--- src/rtl/alu_mul_sequencer.sv ---
// ---------------------------------------------------------------------------
// alu_mul_sequencer
//
// Purpose:
//   This is a multi-cycle shift-add multiplier. It computes the low 32 bits of
//   multiplicand * multiplier by borrowing the shared 32-bit ALU. The result
//   is the same for signed and unsigned operands, so it serves the MIPS mul
//   (low word) instruction extension.
//
//   Each RUN cycle handles one multiplier bit:
//     - When the bit is 1, it requests the ALU and adds the shifted
//       multiplicand to the accumulator.
//     - When the bit is 0, it only shifts.
//   The run ends early as soon as the remaining multiplier bits are all zero.
//
// Ports:
//   clk          in   1   system clock, rising edge
//   rst_n        in   1   asynchronous active-low reset
//   start        in   1   begin a multiply (only honoured in IDLE)
//   multiplicand in  32   operand A, latched on an accepted start
//   multiplier   in  32   operand B, latched on an accepted start
//   busy         out  1   high from the cycle after accepted start through DONE
//   done         out  1   one-cycle pulse, product valid
//   product      out 32   registered low word of A*B, held until replaced
//   alu_req      out  1   ALU wanted this cycle
//   alu_gnt      in   1   datapath grants the ALU this cycle
//   alu_src1     out 32   ALU operand 1 (accumulator)
//   alu_src2     out 32   ALU operand 2 (shifted multiplicand)
//   alu_ctr      out  3   ALU operation code
//   alu_result   in  32   ALU combinational result for this cycle
// ---------------------------------------------------------------------------
module alu_mul_sequencer #(
    parameter logic [2:0] ADD_CTR  = 3'b010,
    parameter logic [2:0] IDLE_CTR = 3'b000
) (
    input  logic        clk,
    input  logic        rst_n,
    input  logic        start,
    input  logic [31:0] multiplicand,
    input  logic [31:0] multiplier,
    output logic        busy,
    output logic        done,
    output logic [31:0] product,
    output logic        alu_req,
    input  logic        alu_gnt,
    output logic [31:0] alu_src1,
    output logic [31:0] alu_src2,
    output logic [2:0]  alu_ctr,
    input  logic [31:0] alu_result
);

    typedef enum logic [1:0] {
        IDLE = 2'b00,
        RUN  = 2'b01,
        DONE = 2'b10
    } state_t;

    state_t      state;
    logic [31:0] a_reg;
    logic [31:0] b_reg;
    logic [31:0] acc;
    logic [5:0]  count;

    logic        b_zero;
    logic        add_step;

    assign b_zero = (b_reg == 32'd0);

    // An add step is needed only in RUN, while multiplier bits remain and the
    // current low bit is set. This term is built purely from registered state,
    // so alu_req never depends combinationally on alu_gnt.
    assign add_step = (state == RUN) && !b_zero && b_reg[0];

    // Drive the ALU interface. When no add is wanted, the operands return to
    // zero and the opcode returns to the idle code, so the shared ALU sees
    // quiet inputs.
    always_comb begin
        alu_req  = 1'b0;
        alu_src1 = 32'd0;
        alu_src2 = 32'd0;
        alu_ctr  = IDLE_CTR;
        if (add_step) begin
            alu_req  = 1'b1;
            alu_src1 = acc;
            alu_src2 = a_reg;
            alu_ctr  = ADD_CTR;
        end
    end

    // Control FSM and datapath registers.
    // - A denied grant on an add step holds every register. The request then
    //   repeats with identical operands on the next cycle.
    // - The product is captured on the transition into DONE, so it is already
    //   valid during the cycle in which done is high.
    always_ff @(posedge clk or negedge rst_n) begin
        if (!rst_n) begin
            state   <= IDLE;
            busy    <= 1'b0;
            done    <= 1'b0;
            product <= 32'd0;
            a_reg   <= 32'd0;
            b_reg   <= 32'd0;
            acc     <= 32'd0;
            count   <= 6'd0;
        end else begin
            done <= 1'b0;
            case (state)
                IDLE: begin
                    if (start) begin
                        a_reg <= multiplicand;
                        b_reg <= multiplier;
                        acc   <= 32'd0;
                        count <= 6'd0;
                        busy  <= 1'b1;
                        state <= RUN;
                    end
                end

                RUN: begin
                    if (b_zero) begin
                        product <= acc;
                        done    <= 1'b1;
                        state   <= DONE;
                    end else if (b_reg[0]) begin
                        if (alu_gnt) begin
                            acc   <= alu_result;
                            a_reg <= a_reg << 1;
                            b_reg <= b_reg >> 1;
                            count <= count + 6'd1;
                        end
                    end else begin
                        a_reg <= a_reg << 1;
                        b_reg <= b_reg >> 1;
                        count <= count + 6'd1;
                    end
                end

                DONE: begin
                    busy  <= 1'b0;
                    state <= IDLE;
                end

                default: begin
                    busy  <= 1'b0;
                    state <= IDLE;
                end
            endcase
        end
    end

    // Each step consumes one multiplier bit. The step count therefore can
    // never exceed the operand width.
    assert property (@(posedge clk) disable iff (!rst_n) count <= 6'd32);

    // The done pulse always falls inside the busy window.
    assert property (@(posedge clk) disable iff (!rst_n) done |-> busy);

endmodule

--- config.mk ---
export PLATFORM = sky130hd
export DESIGN_NAME = alu_mul_sequencer
export DESIGN_NICKNAME = d
export VERILOG_FILES = /design/src/rtl/alu_mul_sequencer.sv
export SDC_FILE = /design/constraint.sdc
export NUM_CORES = 1
export LEC_CHECK = 0
export ABC_AREA = 1
export BUFFER_PORTS_ARGS = -buffer_cell sky130_fd_sc_hd__buf_4
export CAP_MARGIN = 10
export CORE_MARGIN = 3
export CORE_UTILIZATION = 52
export CTS_CLUSTER_DIAMETER = 100
export DETAILED_ROUTE_END_ITERATION = 16
export PLACE_DENSITY = 0.8
export SLEW_MARGIN = 0
export SYNTH_ARGS = -nofsm -noshare
export SYNTH_HDL_FRONTEND = slang
export SYNTH_SLANG_ARGS = --single-unit
--- constraint.sdc ---
create_clock -name clk -period 1.8 [get_ports clk]
set_input_delay 0.09 -clock clk [delete_from_list [all_inputs] [get_ports clk]]
set_output_delay 0.09 -clock clk [all_outputs]
set_load 0.02 [all_outputs]
==> metrics.md <==
| Metric | Value |
|---|---|
| Skew-Pair Late Insertion Delay | between 0.4 and 0.5 ns |
| Io pins | just over 200 |
| Combinational power share | between 50% and 60% |
| Diodes inserted | 0 |
| CTS Buf Count | 17 |
| Site row count | around 40 |
| H-tree depth | 4 |
| Final Util | 76.4% |
| Via count | around 7.3k |
| Avg Inst Size Synth | slightly above 7 sq um |
| Post-DRT Antenna Nets | 0 |
| Sw power | roughly 7.5 mW |
| Peak supply drop | approximately 1300 uV |
| CP endpoint kind | output pin |
| Sequential share of power | approximately a quarter |
| Main synth FF type | dfrtp_1 |
| Reg clk slew, reported paths | 0.06 ns |
| First drt pass iteration count | 5 |
| Fin Clk Skew | approximately 0.0063 ns |
| Leak | 5.24 nW |
| CP max FO | 23 |
| Avg WL per Cell | around 16 um |
| CTS tree | done |
| Yosys warnings | 0 |
| Initial cell density of the core | a little over half |
| Layout cells sized above 1 | ~28% |
| Die width | 121 um |
| Grt ovf | 0 |
| Slew at the pin closest to its max-slew limit | around 0.57 ns |
| Vias in the first global route | 6485 |
| Sequential share of the synthesized area | between 40 and 50% |
| Kind of critical path | register to output pin |
| HPWL Detailed | 12400 um |
| Fin. Hold Viols | 0 |
| Area Growth Syn to Fin | 42.3% |
| Layout Nets | around 1.3k |
| RD Place Congestion | around 0.84 |
| Period utilization | 116% |
| Final Cell Area | 0.00976 sq mm |
| Switching Share | ~44% |
| Hold WC Path Type | input port to register |
| Iter 0 DRT Violations | 832 |
| RSZ-0062 raised after global routing | true |
| Max_slew headroom | about 60% |
| Synthesized flop and latch total | roughly 130 |
| Internal power | 9.75 mW |
| DRC Markers | 0 |
| Slew Limit Fails | 0 |
| Worst path arrival time | approximately 2 ns |
| CTS Sinks | between 100 and 150 |
| Largest net degree at the start of global routing | roughly 130 |
| Post-synthesis cell type count | 20 |
| First-pass GRT wire length | approximately 31000 um |
| Final min period | roughly 2.1 ns |
| Clock Power Share | about a fifth |
| Power Density | 1770 mW/mm^2 |
| Post-synth ARST share | 100% |
| Final setup vio count | 70 |
| Total power | approximately 17 mW |
| Status | finished with violations |
| Area post-placement | 0.00858 sq mm |
| Area of the core | roughly 0.013 sq mm |
| Post-synth EDFFs | 0 |
| Root buffer cell | clkbuf_16 |
| Max Clk Rate | 0.479 GHz |
| Clock Path Buffers | 2 |
| Post-Syn Area | 0.00686 sq mm |
| I/O Buffers | slightly below 200 |
| Die height | 121 um |
| Mapped Cells | between 900 and 1k |
| Vias per cell | ~5.5 |
| Failing checks | setup timing |
| Routed WL | 21300 um |
| Max-Cap Viols | 0 |
| Critical Path RT | approximately 1.7 ns |
| Setup slack at placement | between 0.07 and 0.08 ns |
| Die area | 0.0146 sq mm |
| Antenna violations before repair | 0 |
| Crit start category | register |
| Total GRT Usage | roughly 27% |
| Final WS setup | -0.288 ns |
[power groups by stage]
stage          combinational (mW)  sequential (mW)  clock, mW
3_5_place_dp                 7.86             4.60          0
6_report                     9.35             4.58       3.36
5_1_grt                      10.3             4.69       3.52
4_1_cts                      8.17             4.56       3.37
2_1_floorplan                5.12             4.70          0
3_3_place_gp                 7.70             4.56          0
[final cells by class]
| type | count | area [sq um] |
|---|---|---|
| Multi-Input combinational cell | 651 | 3060 |
| Clock inverter | 10 | 108 |
| Fill cell | 938 | 3010 |
| Inverter | 107 | 409 |
| Timing Repair Buffer | 242 | 2210 |
| Clock buffer | 21 | 460 |
| Sequential cell | 132 | 3300 |
| Tap cell | 172 | 215 |
[path summary, 6_finish.rpt]
kind | from | endpoint | slack [ns] | cells past startpoint
setup / recovery | b_reg[28] | alu_src2[23] | -0.29 | 10
hold / removal | alu_result[21] | acc[21] | 0.01 | 5
setup reg to reg | state[0] | b_reg[15] | -0.01 | 9
hold reg to reg | a_reg[12] | a_reg[12] | 0.47 | 2
max in group asynchronous | rst_n | b_reg[7] | 0.96 | 3
min in group asynchronous | rst_n | product[18] | 0.23 | 2
[metal layers]
layer / GRT usage, % / wire [um] / vias to the layer above
met5: 0 / 0 / -
met4: 10.1 / 670 / 0
met2: 41.8 / 10500 / 378
met3: 5.78 / 1690 / 59
met1: 36.7 / 8450 / 3421
li1: - / - / 3422
[placed cells by master, fill, tap and decap left out, drive strengths merged]
cell         Yosys  final
dlygate4sd3      0      3
nor2           123    123
bufinv           0      2
dfrtp          132    132
buf             33    234
clkbuf          41     26
a31oi            1      1
clkinvlp         0      3
clkinv           0      6
o21ai           65     65
a21oi            2      2
conb             1      2
inv            107    106
nand2          329    329
nor3             1      1
o31ai            1      1
nand3           32     32
nand4           95     95
[kinds of logic (layout without fill, tap and decap cells)]
| group | after synthesis | in the layout | synth area share (%) |
|---|---|---|---|
| AO/OA/AOI/OAI | 69 | 69 | 5.31 |
| buffers and inverters | 181 | 380 | 10.5 |
| flip-flops | 132 | 132 | 48.1 |
| other | 1 | 2 | 0.0547 |
| AND/OR/NAND/NOR | 580 | 580 | 36.0 |
[timing repair]
item	CTS	global route
endpoints found under the setup margin	64	192
endpoints found under the hold margin	55	0
pin swaps	0	1
cloned	1	6
hold buffers	3	0
resized for setup	11	93
setup buffers	6	3
[worst max-delay path, cell delays in order, from the launching register on]
cell      delay [ns]
dfrtp_1         0.40
nor2_1          0.06
nand2_1         0.06
nor2_1          0.04
nand2_1         0.08
nor2_2          0.06
nor3_4          0.18
clkinv_4        0.20
buf_12          0.21
nor2_1          0.12
buf_4           0.16
[per-stage QoR]
stage / hold slack, ns / setup TNS (ns) / std cells
final: 0.0130 / -15.28 / 1335
after global routing: 0.0137 / -24.31 / 1335
after CTS: 0.000200 / -15.89 / 1327
after detailed placement: 0.0999 / 0 / 1286
after global placement: 0.105 / 0 / 1286
after floorplan: -0.206 / 0 / 964
[Yosys cell counts (6+ instances only)]
cell      instances  area share, %
inv_1           101            5.5
nand2_1         329             18
nor2_1          122            6.7
buf_2            21            1.5
o21ai_0          29            2.1
clkbuf_1         41            2.2
dfrtp_1         132             48
buf_1             8           0.44
nand3_1          31            2.3
o21ai_1          36            2.6
nand4_1          95            8.7
inv_2             6           0.33
(Power assumes the default switching activity.)
